## src/rtl/bcd_timer_pkg.sv

```systemverilog
// Shared types and constants for the mm:ss BCD countdown timer.
package bcd_timer_pkg;

    typedef enum logic [1:0] {
        IDLE   = 2'd0,
        RUN    = 2'd1,
        PAUSED = 2'd2,
        DONE   = 2'd3
    } state_t;

    localparam logic [3:0] BCD_ONES_MAX = 4'd9;
    localparam logic [3:0] BCD_TENS_MAX = 4'd5;

    // A tens/ones pair is a legal 00..59 field.
    function automatic logic bcd_pair_ok(input logic [3:0] tens, input logic [3:0] ones);
        return (tens <= BCD_TENS_MAX) && (ones <= BCD_ONES_MAX);
    endfunction

endpackage

```

## src/rtl/bcd_down_00_59.sv

```systemverilog
// Two-digit BCD down counter covering 59..00, with load and a borrow-out.
module bcd_down_00_59
    import bcd_timer_pkg::*;
(
    input  logic       clk,
    input  logic       rst,
    input  logic       en,
    input  logic       load,
    input  logic [3:0] ld_tens,
    input  logic [3:0] ld_ones,
    output logic [3:0] tens,
    output logic [3:0] ones,
    output logic       borrow
);

    assign borrow = en && (tens == 4'd0) && (ones == 4'd0);

    always_ff @(posedge clk) begin
        if (rst) begin
            tens <= 4'd0;
            ones <= 4'd0;
        end else if (load) begin
            tens <= ld_tens;
            ones <= ld_ones;
        end else if (en) begin
            if (ones == 4'd0) begin
                ones <= BCD_ONES_MAX;
                tens <= (tens == 4'd0) ? BCD_TENS_MAX : tens - 4'd1;
            end else begin
                ones <= ones - 4'd1;
            end
        end
    end

endmodule

```

## src/rtl/bcd_countdown_mmss.sv

```systemverilog
// mm:ss BCD countdown timer with load/start/pause control and optional auto-reload.
//   state  | meaning
//   IDLE   | value loaded or reset, waiting for start
//   RUN    | counting down on tick
//   PAUSED | frozen, start resumes
//   DONE   | reached 00:00, held until a valid load
module bcd_countdown_mmss
    import bcd_timer_pkg::*;
#(
    parameter bit AUTO_RELOAD = 1'b0
) (
    input  logic       clk,
    input  logic       rst,
    input  logic       tick,
    input  logic       load,
    input  logic [3:0] ld_min_tens,
    input  logic [3:0] ld_min_ones,
    input  logic [3:0] ld_sec_tens,
    input  logic [3:0] ld_sec_ones,
    input  logic       start,
    input  logic       pause,
    output logic [3:0] min_tens,
    output logic [3:0] min_ones,
    output logic [3:0] sec_tens,
    output logic [3:0] sec_ones,
    output logic       running,
    output logic       done,
    output logic       expired,
    output logic       load_err
);

    state_t      state, state_next;
    logic [15:0] preset;
    logic [15:0] cnt_ld;
    logic        ld_ok, load_ok, load_bad;
    logic        is_zero, is_one, preset_zero;
    logic        tick_act, expire, reload;
    logic        cnt_load, sec_en, sec_borrow, min_borrow;

    assign ld_ok       = bcd_pair_ok(ld_min_tens, ld_min_ones) && bcd_pair_ok(ld_sec_tens, ld_sec_ones);
    assign load_ok     = load && ld_ok;
    assign load_bad    = load && !ld_ok;
    assign is_zero     = {min_tens, min_ones, sec_tens, sec_ones} == 16'h0000;
    assign is_one      = {min_tens, min_ones, sec_tens, sec_ones} == 16'h0001;
    assign preset_zero = preset == 16'h0000;

    // Any load (even a rejected one) and any pause swallow a coincident tick.
    assign tick_act = (state == RUN) && tick && !load && !pause && !is_zero;
    assign expire   = tick_act && is_one;
    assign reload   = expire && AUTO_RELOAD && !preset_zero;
    assign cnt_load = load_ok || reload;
    assign cnt_ld   = load_ok ? {ld_min_tens, ld_min_ones, ld_sec_tens, ld_sec_ones} : preset;
    assign sec_en   = tick_act && !reload;

    bcd_down_00_59 u_sec (
        .clk     (clk),
        .rst     (rst),
        .en      (sec_en),
        .load    (cnt_load),
        .ld_tens (cnt_ld[7:4]),
        .ld_ones (cnt_ld[3:0]),
        .tens    (sec_tens),
        .ones    (sec_ones),
        .borrow  (sec_borrow)
    );

    bcd_down_00_59 u_min (
        .clk     (clk),
        .rst     (rst),
        .en      (sec_borrow),
        .load    (cnt_load),
        .ld_tens (cnt_ld[15:12]),
        .ld_ones (cnt_ld[11:8]),
        .tens    (min_tens),
        .ones    (min_ones),
        .borrow  (min_borrow)
    );

    always_ff @(posedge clk) begin
        if (rst) state <= IDLE;
        else     state <= state_next;
    end

    always_comb begin
        state_next = state;
        if (load_ok) begin
            state_next = IDLE;
        end else if (!load) begin
            case (state)
                IDLE:    if (start && !is_zero) state_next = RUN;
                RUN: begin
                    if (pause)                   state_next = PAUSED;
                    else if (expire && !reload)  state_next = DONE;
                end
                PAUSED:  if (start) state_next = RUN;
                DONE:    state_next = DONE;
                default: state_next = IDLE;
            endcase
        end
    end

    always_ff @(posedge clk) begin
        if (rst) begin
            preset   <= 16'h0000;
            running  <= 1'b0;
            done     <= 1'b0;
            expired  <= 1'b0;
            load_err <= 1'b0;
        end else begin
            if (load_ok) preset <= {ld_min_tens, ld_min_ones, ld_sec_tens, ld_sec_ones};
            running  <= state_next == RUN;
            done     <= state_next == DONE;
            expired  <= expire;
            load_err <= load_bad;
        end
    end

endmodule
```

## config.mk

```make
export PLATFORM = sky130hd
export DESIGN_NAME = bcd_countdown_mmss
export DESIGN_NICKNAME = d
export VERILOG_FILES = /design/src/rtl/bcd_timer_pkg.sv /design/src/rtl/bcd_down_00_59.sv /design/src/rtl/bcd_countdown_mmss.sv
export SDC_FILE = /design/constraint.sdc
export NUM_CORES = 1
export LEC_CHECK = 0
export ABC_AREA = 1
export CAP_MARGIN = 5
export CORE_ASPECT_RATIO = 1.25
export CORE_UTILIZATION = 35
export CTS_BUF_LIST = sky130_fd_sc_hd__clkbuf_8
export DETAILED_ROUTE_END_ITERATION = 10
export SLEW_MARGIN = 20
export SYNTH_ARGS = -nofsm -noshare
export SYNTH_HDL_FRONTEND = slang
export SYNTH_SLANG_ARGS = --single-unit
```

## constraint.sdc

```tcl
create_clock -name clk -period 1.77 [get_ports clk]
set_input_delay 0.531 -clock clk [delete_from_list [all_inputs] [get_ports clk]]
set_output_delay 0.531 -clock clk [all_outputs]
set_load 0.02 [all_outputs]
```

==> results of run 1 <==
## through the flow
step	hold WS [ps]	TNS, ps
after global placement	464	-4590
final	455	0
after CTS	480	0
after global routing	491	-1.01
after floorplan	534	0
after detailed placement	469	-5200
## cell type report
| type | instances | area (um2) |
|---|---|---|
| Clock buffer | 4 | 55.1 |
| Fill cell | 444 | 1930 |
| Inverter | 35 | 136 |
| Multi-Input combinational cell | 163 | 897 |
| Sequential cell | 22 | 440 |
| Tap cell | 56 | 70.1 |
| Timing Repair Buffer | 58 | 538 |
## where the power goes
group / internal, mW / switching (mW) / total, mW
registers: 0.505 / 0.0106 / 0.516
logic: 0.120 / 0.135 / 0.255
clock network: 0.199 / 0.177 / 0.376
## timing repair
action,in CTS,in global routing
endpoints found under the setup margin,17,18
buffers inserted,0,0
gates resized for setup,18,15
pin swaps,0,7
## placed cells by master, fill, tap and decap left out, drive strengths merged
cell type,n
clkbuf,4
buf,17
nand4,4
xor2,2
dfxtp,22
nor2,38
nand3,9
a21boi,2
a21oi,12
clkdlybuf4s50,20
inv,32
dlygate4sd2,16
o21ai,22
clkinv,3
xnor2,1
or2,1
nand2,70
nor3,2
dlymetal6s2s,5
## cell families after synthesis
kind of cell,after synthesis
xor+xnor,3
simple gates,124
buf+inv,40
flops,22
compound gates,36
## flip-flops by register name, summed over array words and instances (netlist names)
register    count
u_min.ones      4
u_min.tens      4
u_sec.ones      4
u_sec.tens      4
state           2
done            1
expired         1
load_err        1
running         1
## worst max path at each step
| stage | start | endpoint | cells after the start |
|---|---|---|---|
| final | done | done | 1 |
| after global routing | ld_min_ones[3] | running | 10 |
| after CTS | ld_sec_ones[1] | u_min.tens[3] | 10 |
| after detailed placement | ld_sec_ones[1] | u_min.ones[1] | 10 |
| after global placement | ld_sec_ones[2] | u_min.ones[1] | 10 |
| after floorplan | load | u_min.tens[3] | 9 |
## per-layer routing
layer  track usage, %  wire [um]  vias up
li1                 -          -      807
met1             20.8       1630      658
met2             29.6       1680       39
met3             2.43        131       12
met4             9.30        127        0
met5                0          0        -
==> impl_results.rst, run 1 <==
.. list-table::
   :header-rows: 1

   * - Metric
     - Value
   * - Synthesized-area fraction occupied by and/or/nand/nor cells
     - 43.7%
   * - Global route total overflow
     - 0
   * - Cell family contributing the most delay on the critical path
     - buffers and inverters
   * - Hold violation total from the final report
     - 0
   * - Element type at the critical path end
     - output port
   * - Total number of nets in the final design
     - 305
   * - Worst Path Buf+Inv
     - 1
   * - Placed cell count
     - 334
   * - Number of cell instances on the worst register-to-register path
     - 8
   * - Worst clock skew
     - 6.82 ps
   * - Number of buffers added by the clock tree synthesis step
     - 3
   * - Yosys warning total
     - 0
   * - Synth top area cells
     - sky130_fd_sc_hd__dfxtp_1 (30%), sky130_fd_sc_hd__nand2_1 (16%), sky130_fd_sc_hd__inv_1 (7.1%)
   * - Maximum count of clock buffers along a single path
     - 2
   * - Routed wirelength normalized by instance count
     - 10.6 um
   * - Share of the clock period used by the worst path after layout
     - 98.1%
   * - Library cell contributing the largest single delay on the critical path
     - sky130_fd_sc_hd__clkdlybuf4s50_1
   * - Share of the yosys chip area belonging to registers
     - 29.9%
   * - Most used standard cells in the synthesized netlist
     - sky130_fd_sc_hd__nand2_1 (61), sky130_fd_sc_hd__inv_1 (28), sky130_fd_sc_hd__nor2_1 (28)
   * - Fraction of synthesized cell area taken by the top area cell type
     - 29.9%
   * - Final standard cell count with taps included and fillers excluded
     - 338
   * - CTS sink cnt
     - 22
   * - Chip Width
     - 60.0 um
   * - Count of antenna diodes in the layout
     - 0
   * - Area added between synthesis and finish
     - 45.0%
   * - Startpoint of the tightest hold check path
     - u_min.tens[3]
   * - Reg-to-reg endpoint
     - done
   * - Cell-by-cell trace of the critical path
     - clkdlybuf4s50_1
   * - Number of distinct library cells after synthesis
     - 31
   * - Number of register bits inferred by synthesis
     - 22
   * - Post-detailed-route DRC marker count
     - 0
   * - Largest net degree at the start of global routing
     - 15
   * - Number of DRC markers after the initial detailed-route iteration
     - 56
   * - Overall Global Routing Usage
     - 17.4%
   * - Slack of the worst reg-to-reg path
     - 330 ps
   * - Static power due to leakage
     - 1.10 nW
   * - Xor and xnor fraction of the mapped netlist area
     - 1.78%
   * - Design Power
     - 1.15 mW
   * - Power density over the cells
     - 537 nW/um2
   * - Hold_buf cts
     - 0
   * - Clock transition at the registers of the reported paths
     - 90 ps
   * - Max Fanout on Critical Path
     - 1
   * - Mux cell area share after synthesis
     - 0%
   * - Share of final-layout standard cells stronger than drive strength 1
     - 21.3%
   * - Maximum ir drop on the vdd rail
     - 0.321 mV
   * - Total number of vias
     - 1516
   * - Min-Delay Path Class
     - flop to flop
   * - Outcome
     - finished, final reports clean
   * - Worst slack at placement
     - -314 ps
   * - HPWL after detailed placement
     - 2830 um
   * - Antenna violations before repair
     - 0
   * - Max frequency
     - 576 MHz
   * - Number of global-route vias before repair
     - 1424
   * - Least-Margin Pin Slew
     - 265 ps
   * - Slew Limit Fails
     - 0
   * - Fin worst setup slack
     - 33.7 ps
   * - Die outline area
     - 4480 um2
   * - Placed cell areas
     - 2050 um2
   * - Post-Syn Nets
     - 247
   * - Weighted congestion at the end of routability-driven global placement
     - 0.823
   * - Worst-case headroom to the max-slew limit
     - 82.3%
   * - Placement row count
     - 26
   * - Worst Hold Endpoint
     - u_min.tens[3]
   * - # H-tree levels
     - 1
   * - Final design instance area without fill
     - 2140 um2
   * - Worst Path Required
     - 1240 ps
   * - Cell with the most instances after synthesis
     - sky130_fd_sc_hd__nand2_1
   * - Post-Syn Area
     - 1470 um2
   * - Clock tree from TritonCTS
     - built
   * - Share of the core filled with cells in the final layout
     - 52.6%
   * - Number of detailed-routing iterations run before antenna repair
     - 4
   * - Routed wire length
     - 3570 um
   * - Arrival time worst endpoint
     - 1210 ps
   * - Avg Vias per Cell
     - 4.49
   * - Global-route wire length before repair
     - 5860 um
   * - Core box area
     - 4070 um2
   * - Most frequently used flop master after synthesis
     - sky130_fd_sc_hd__dfxtp_1
   * - Synth area leader
     - sky130_fd_sc_hd__dfxtp_1
   * - Max-cap violation count
     - 0
   * - Dominant combinational cell family by area after synthesis
     - simple AND/OR/NAND/NOR gates
   * - Nature of the critical path startpoint
     - flop
   * - Root cell of the clock tree
     - sky130_fd_sc_hd__clkbuf_8
   * - Count of port buffers added during placement
     - 41
   * - Final antenna-violating net count
     - 0
   * - Number of synthesized flops with an enable pin
     - 0
   * - Worst Hold Depth
     - 2
   * - Reg2Reg Launch Point
     - u_sec.tens[0]
   * - Initial Utilization
     - 36.2%
   * - Mapped Cells
     - 225
   * - CP peak stage delay
     - 600 ps
   * - Fraction of the mapped netlist area in adder cells
     - 0%
   * - Clock latency at the later pin of the worst-skew pair
     - 270 ps
   * - Die Span Y
     - 74.6 um
   * - Compound-Gate Fraction of Synth Area
     - 13.3%
   * - Minimum period implied by the final worst setup slack
     - 1740 ps
   * - Number of ports placed on the die boundary
     - 42
   * - Per-instance average area after synthesis
     - 6.55 um2
   * - Share of flip-flops with an asynchronous set or reset
     - 0%
   * - Critical Setup Path Class
     - flop to output port
   * - Final number of setup-violating endpoints
     - 0
Power figures use the tool's default switching activity.
==> inputs of run 2 (changes only) <==
- SYNTH_HIERARCHICAL: default -> 1
==> run 2 against run 1 <==
  * Flip-flop and latch count increased by 16
  * Design area increased by 68%
  * Clock skew increased by 0.85 ps
  * Sequential power increased by 72%
  * Global-route usage increased by 0.88 points
  * Synthesized area increased by 55%
  * Via count increased by 58%
  * Non-clock buffer count increased by 55
  * Sequential share of layout area increased by 0.91 points
  * Largest power group unchanged
==> impl_results.rst, run 2 <==
.. list-table::
   :header-rows: 1

   * - Metric
     - Value
   * - Final Hold Slack
     - 477 ps
   * - Internal power component
     - 1.47 mW
   * - Routed wirelength normalized by instance count
     - 10.8 um
   * - Cell family contributing the most delay on the critical path
     - buffers and inverters
   * - Setup TNS
     - 0 ps
   * - Slack of the worst reg-to-reg path
     - 110 ps
   * - Hold_buf cts
     - 0
   * - Largest net degree at the start of global routing
     - 15
   * - Placed cell areas
     - 3210 um2
   * - Most frequent cells in the layout
     - sky130_fd_sc_hd__nand2_1 (77), sky130_fd_sc_hd__buf_4 (61), sky130_fd_sc_hd__inv_1 (50), sky130_fd_sc_hd__nor2_1 (30), sky130_fd_sc_hd__dfxtp_1 (30)
   * - Routed wire length
     - 5790 um
   * - Post-detailed-route DRC marker count
     - 0
   * - Initial Utilization
     - 36.5%
   * - Met3 routed WL
     - 167 um
   * - Element type at the critical path end
     - output port
   * - Max Fanout on Critical Path
     - 1
   * - Worst Path Required
     - 1240 ps
   * - Avg Vias per Cell
     - 4.49
   * - Library cell contributing the largest single delay on the critical path
     - sky130_fd_sc_hd__clkdlybuf4s50_1
   * - Final standard cell count with taps included and fillers excluded
     - 534
   * - Share of the clock period used by the worst path after layout
     - 98.4%
   * - Clock transition at the registers of the reported paths
     - 80 ps
   * - Share of the core filled with cells in the final layout
     - 57.3%
   * - Capture point of the critical path
     - expired
   * - Reg2Reg Launch Point
     - state[1]
   * - Placement row count
     - 32
   * - Cell-by-cell trace of the critical path
     - clkdlybuf4s50_1
   * - Weighted congestion at the end of routability-driven global placement
     - 0.861
   * - Global route total overflow
     - 0
   * - M1 WL
     - 2460 um
   * - Portion of total power attributed to sequential cells
     - 44.2%
   * - Nature of the critical path startpoint
     - flop
   * - Top layer used by detailed routing
     - met4
   * - Number of flip-flops in the largest register
     - 16
   * - CTS sink cnt
     - 38
   * - Maximum ir drop on the vdd rail
     - 0.340 mV
   * - Count of port buffers added during placement
     - 41
   * - Die Span Y
     - 92.3 um
   * - Yosys warning total
     - 6
   * - Clock network power share
     - 37.0%
   * - Final number of setup-violating endpoints
     - 0
   * - Chip Width
     - 74.2 um
   * - Area added between synthesis and finish
     - 56.9%
   * - Antenna violations before repair
     - 0
   * - Core box area
     - 6250 um2
   * - Clock latency at the later pin of the worst-skew pair
     - 290 ps
   * - Commonest non-fill, non-tap cell in the layout
     - sky130_fd_sc_hd__nand2_1
   * - Number of DRC markers after the initial detailed-route iteration
     - 53
   * - RSZ-0062 raised after global routing
     - yes
   * - Arrival time worst endpoint
     - 1210 ps
   * - CP peak stage delay
     - 600 ps
   * - Min-Delay Path Class
     - flop to flop
   * - Worst Path Buf+Inv
     - 1
   * - Overall Global Routing Usage
     - 18.3%
   * - Per-instance average area after synthesis
     - 6.79 um2
   * - Critical Setup Path Class
     - flop to output port
   * - # H-tree levels
     - 2
   * - Worst setup path startpoint
     - expired
   * - Number of cell instances on the worst register-to-register path
     - 12
   * - Max-cap violation count
     - 0
   * - Final design instance area without fill
     - 3580 um2
   * - Power density over the cells
     - 560 nW/um2
   * - Maximum count of clock buffers along a single path
     - 2
   * - Gate power share
     - 18.8%
   * - Top register by number of flip-flops
     - preset
   * - Total number of vias
     - 2400
   * - Share of final-layout standard cells stronger than drive strength 1
     - 38.8%
   * - Switching power share of the total
     - 26.7%
   * - Hold violation total from the final report
     - 0
   * - Total number of nets in the final design
     - 470
   * - Die outline area
     - 6850 um2
   * - Post-Syn Nets
     - 358
   * - Number of ports placed on the die boundary
     - 42
   * - Global-route wire length before repair
     - 9630 um
   * - Placed cell count
     - 509
   * - Mapped Cells
     - 336
   * - Reg-to-reg endpoint
     - u_min/tens[2]
   * - Total number of cells along the worst setup path
     - 1
   * - Worst-case headroom to the max-slew limit
     - 82.1%
   * - Number of detailed-routing iterations run before antenna repair
     - 4
   * - Total met2 wirelength after detailed routing
     - 3040 um
   * - Outcome
     - finished, final reports clean
   * - Max frequency
     - 574 MHz
   * - Static power due to leakage
     - 1.83 nW
   * - Worst clock skew
     - 7.67 ps
   * - Clock tree from TritonCTS
     - built
   * - Final antenna-violating net count
     - 0
   * - Count of antenna diodes in the layout
     - 0
   * - Minimum period implied by the final worst setup slack
     - 1740 ps
   * - Number of buffers added by the clock tree synthesis step
     - 5
   * - Root cell of the clock tree
     - sky130_fd_sc_hd__clkbuf_8
   * - Number of global-route vias before repair
     - 2225
   * - Least-Margin Pin Slew
     - 266 ps
   * - Power spent charging and discharging nets
     - 0.535 mW
   * - HPWL after detailed placement
     - 4200 um
   * - Slew Limit Fails
     - 0
   * - Post-Syn Area
     - 2280 um2
==> run 2: metrics by stage <==
step	power [mW]	setup slack, ps
after floorplan	1.09	-173
after global routing	2.11	-13.3
after detailed placement	1.25	-613
after global placement	1.25	-565
after CTS	2.01	-29.3
final	2.01	27.7
==> run 2: worst min-delay path by stage <==
stage	start	end	slack, ps	cells past startpoint
final	preset[7]	preset[7]	480	2
after CTS	preset[7]	preset[7]	480	2
after global placement	preset[7]	preset[7]	440	2
after global routing	preset[7]	preset[7]	490	2
after detailed placement	preset[7]	preset[7]	460	2
after floorplan	preset[15]	preset[15]	420	2
==> run 2: layout make-up <==
| class | count | area, um2 |
|---|---|---|
| Multi-Input combinational cell | 219 | 1300 |
| Inverter | 71 | 284 |
| Clock inverter | 3 | 40.0 |
| Fill cell | 612 | 2670 |
| Timing Repair Buffer | 113 | 1010 |
| Tap cell | 85 | 106 |
| Clock buffer | 5 | 68.8 |
| Sequential cell | 38 | 771 |
==> run 2: worst reg2reg max path, delay by kind of cell (launching register included) <==
kind	cells	cell delay, ps
AND/OR/NAND/NOR	6	520
buffers and inverters	4	390
flip-flops	1	340
AO/OA/AOI/OAI	2	300
==> run 2: power by group through the flow <==
stage	clock network, mW	logic [mW]	registers [mW]
final	0.743	0.377	0.886
after global routing	0.804	0.416	0.889
after CTS	0.769	0.360	0.886
after detailed placement	0	0.344	0.906
after global placement	0	0.342	0.905
after floorplan	0	0.167	0.920
==> run 2: timing repair <==
item                                    CTS  global route
gates cloned                              2             0
pin swaps                                17            13
endpoints found under the setup margin   38            20
buffers inserted                          9             6
gates resized for setup                  67            34
==> run 2: metal layers <==
| metal | up-vias | global-route usage [%] |
|---|---|---|
| met5 | - | 0 |
| met4 | 0 | 8.18 |
| met3 | 11 | 3.74 |
| met2 | 44 | 32.0 |
| met1 | 1072 | 20.7 |
| li1 | 1273 | - |
==> inputs of run 3 (changes only) <==
- MAX_ROUTING_LAYER: default -> met4
==> run 3 against run 2 <==
  * Non-clock buffer count did not move
  * Total power barely moved
  * Clock skew barely moved
  * Critical path depth did not move
  * Sequential power barely moved
  * Largest cell class unchanged
  * Register-to-register slack barely moved
  * Fmax did not move
  * Clock power barely moved
  * Design area did not move
  * First-iteration DRC count fell by 21%
==> impl_results.rst, run 3 (synthesized netlist as in run 2, its figures left out) <==
.. list-table::
   :header-rows: 1

   * - Metric
     - Value
   * - Nature of the critical path startpoint
     - flop
   * - Root cell of the clock tree
     - sky130_fd_sc_hd__clkbuf_8
   * - Max frequency
     - 574 MHz
   * - Number of buffers added by the clock tree synthesis step
     - 5
   * - Critical Setup Path Class
     - flop to output port
   * - Worst clock skew
     - 7.31 ps
   * - Avg Vias per Cell
     - 4.49
   * - Total number of vias
     - 2400
   * - Overall Global Routing Usage
     - 18.7%
   * - Final design instance area without fill
     - 3580 um2
   * - Antenna violations before repair
     - 0
   * - # fillers
     - 612
   * - Placement row count
     - 32
   * - Number of detailed-routing iterations run before antenna repair
     - 4
   * - # H-tree levels
     - 2
   * - Global route total overflow
     - 0
   * - Die Span Y
     - 92.3 um
   * - Sequential cell area
     - 771 um2
   * - Maximum count of clock buffers along a single path
     - 2
   * - Clock latency at the later pin of the worst-skew pair
     - 290 ps
   * - Most frequent cells in the layout
     - sky130_fd_sc_hd__nand2_1 (77), sky130_fd_sc_hd__buf_4 (61), sky130_fd_sc_hd__inv_1 (50), sky130_fd_sc_hd__nor2_1 (30), sky130_fd_sc_hd__dfxtp_1 (30)
   * - Top layer used by detailed routing
     - met4
   * - Final Hold Slack
     - 474 ps
   * - Hold violation total from the final report
     - 0
   * - CTS sink cnt
     - 38
   * - Met3 routed WL
     - 167 um
   * - Max-cap violation count
     - 0
   * - Chip Width
     - 74.2 um
   * - Setup TNS
     - 0 ps
   * - Share of the clock period used by the worst path after layout
     - 98.4%
   * - Commonest non-fill, non-tap cell in the layout
     - sky130_fd_sc_hd__nand2_1
   * - Routed wirelength normalized by instance count
     - 10.8 um
   * - Share of the core filled with cells in the final layout
     - 57.3%
   * - HPWL after detailed placement
     - 4200 um
   * - Fin worst setup slack
     - 27.7 ps
   * - Worst Path Buf+Inv
     - 1
   * - Area added between synthesis and finish
     - 56.9%
   * - Element type at the critical path end
     - output port
   * - Worst Path Required
     - 1240 ps
   * - Cell-by-cell trace of the critical path
     - clkdlybuf4s50_1
   * - Clock transition at the registers of the reported paths
     - 80 ps
   * - Arrival time worst endpoint
     - 1210 ps
   * - Static power due to leakage
     - 1.83 nW
   * - Number of flip-flops in the largest register
     - 16
   * - Placed cell count
     - 509
   * - Share of final-layout standard cells stronger than drive strength 1
     - 38.8%
   * - Area occupied by multi-input gates
     - 1300 um2
   * - Weighted congestion at the end of routability-driven global placement
     - 0.875
   * - RSZ-0062 raised after global routing
     - yes
   * - Min-Delay Path Class
     - flop to flop
   * - Global-route wire length before repair
     - 9630 um
   * - Die outline area
     - 6850 um2
   * - Placed cell areas
     - 3210 um2
   * - Max Fanout on Critical Path
     - 1
   * - Total met2 wirelength after detailed routing
     - 3040 um
   * - CP peak stage delay
     - 600 ps
   * - Count of port buffers added during placement
     - 41
   * - M1 WL
     - 2460 um
   * - Hold_buf cts
     - 0
   * - Final antenna-violating net count
     - 0
   * - Worst slack at placement
     - -613 ps
   * - Worst-case headroom to the max-slew limit
     - 82.1%
   * - Minimum period implied by the final worst setup slack
     - 1740 ps
   * - Least-Margin Pin Slew
     - 266 ps
   * - Final number of setup-violating endpoints
     - 0
   * - Top register by number of flip-flops
     - preset
   * - Maximum ir drop on the vdd rail
     - 0.340 mV
   * - Routed wire length
     - 5780 um
   * - Cell family contributing the most delay on the critical path
     - buffers and inverters
   * - Number of ports placed on the die boundary
     - 42
   * - Largest net degree at the start of global routing
     - 15
   * - Total number of nets in the final design
     - 470
   * - Number of DRC markers after the initial detailed-route iteration
     - 42
   * - Slew Limit Fails
     - 0
   * - Outcome
     - finished, final reports clean
   * - Slack of the worst reg-to-reg path
     - 110 ps
   * - Library cell contributing the largest single delay on the critical path
     - sky130_fd_sc_hd__clkdlybuf4s50_1
   * - Core box area
     - 6250 um2
   * - Initial Utilization
     - 36.5%
   * - Final standard cell count with taps included and fillers excluded
     - 534
   * - Count of antenna diodes in the layout
     - 0
   * - Number of global-route vias before repair
     - 2227
   * - Power density over the cells
     - 560 nW/um2
   * - Clock tree from TritonCTS
     - built
   * - Design Power
     - 2.01 mW
   * - Post-detailed-route DRC marker count
     - 0
-- run 3: layer usage --
metal	vias to the layer above	GRT usage, %
met5	-	-
met4	0	8.18
met3	11	3.74
met2	44	32.0
met1	1071	20.7
li1	1274	-
-- run 3: what timing repair did --
item | in CTS | in global routing
pin swaps | 17 | 13
endpoints found under the hold margin | 0 | 0
resized for setup | 67 | 34
cloned | 2 | 0
setup buffers | 9 | 6
setup endpoints to repair | 38 | 20
-- run 3: final timing paths --
| check | start | end | depth (start not counted) |
|---|---|---|---|
| max | expired | expired | 1 |
| min | preset[7] | preset[7] | 2 |
| max reg2reg | state[1] | u_min/tens[2] | 12 |
| min reg2reg | preset[7] | preset[7] | 2 |
-- run 3: report_power, final --
part,internal [mW],total [mW],switching (mW)
sequential,0.875,0.886,0.0112
clock,0.415,0.744,0.329
combinational,0.181,0.377,0.196
-- run 3: worst register-to-register path, delay by kind of cell (launching register included) --
kind,cells,cell delay (ps)
AOI/OAI and AO/OA,2,300
buffers and inverters,4,390
DFF,1,340
and+or+nand+nor,6,520
-- run 3: cell type report --
type / count / area share, %
flip-flops and latches: 38 / 21.5
well taps: 85 / 2.97
clock buffers: 5 / 1.92
multi-input cells: 219 / 36.2
repair buffers: 113 / 28.3
clock inverters: 3 / 1.12
inverters: 71 / 7.93
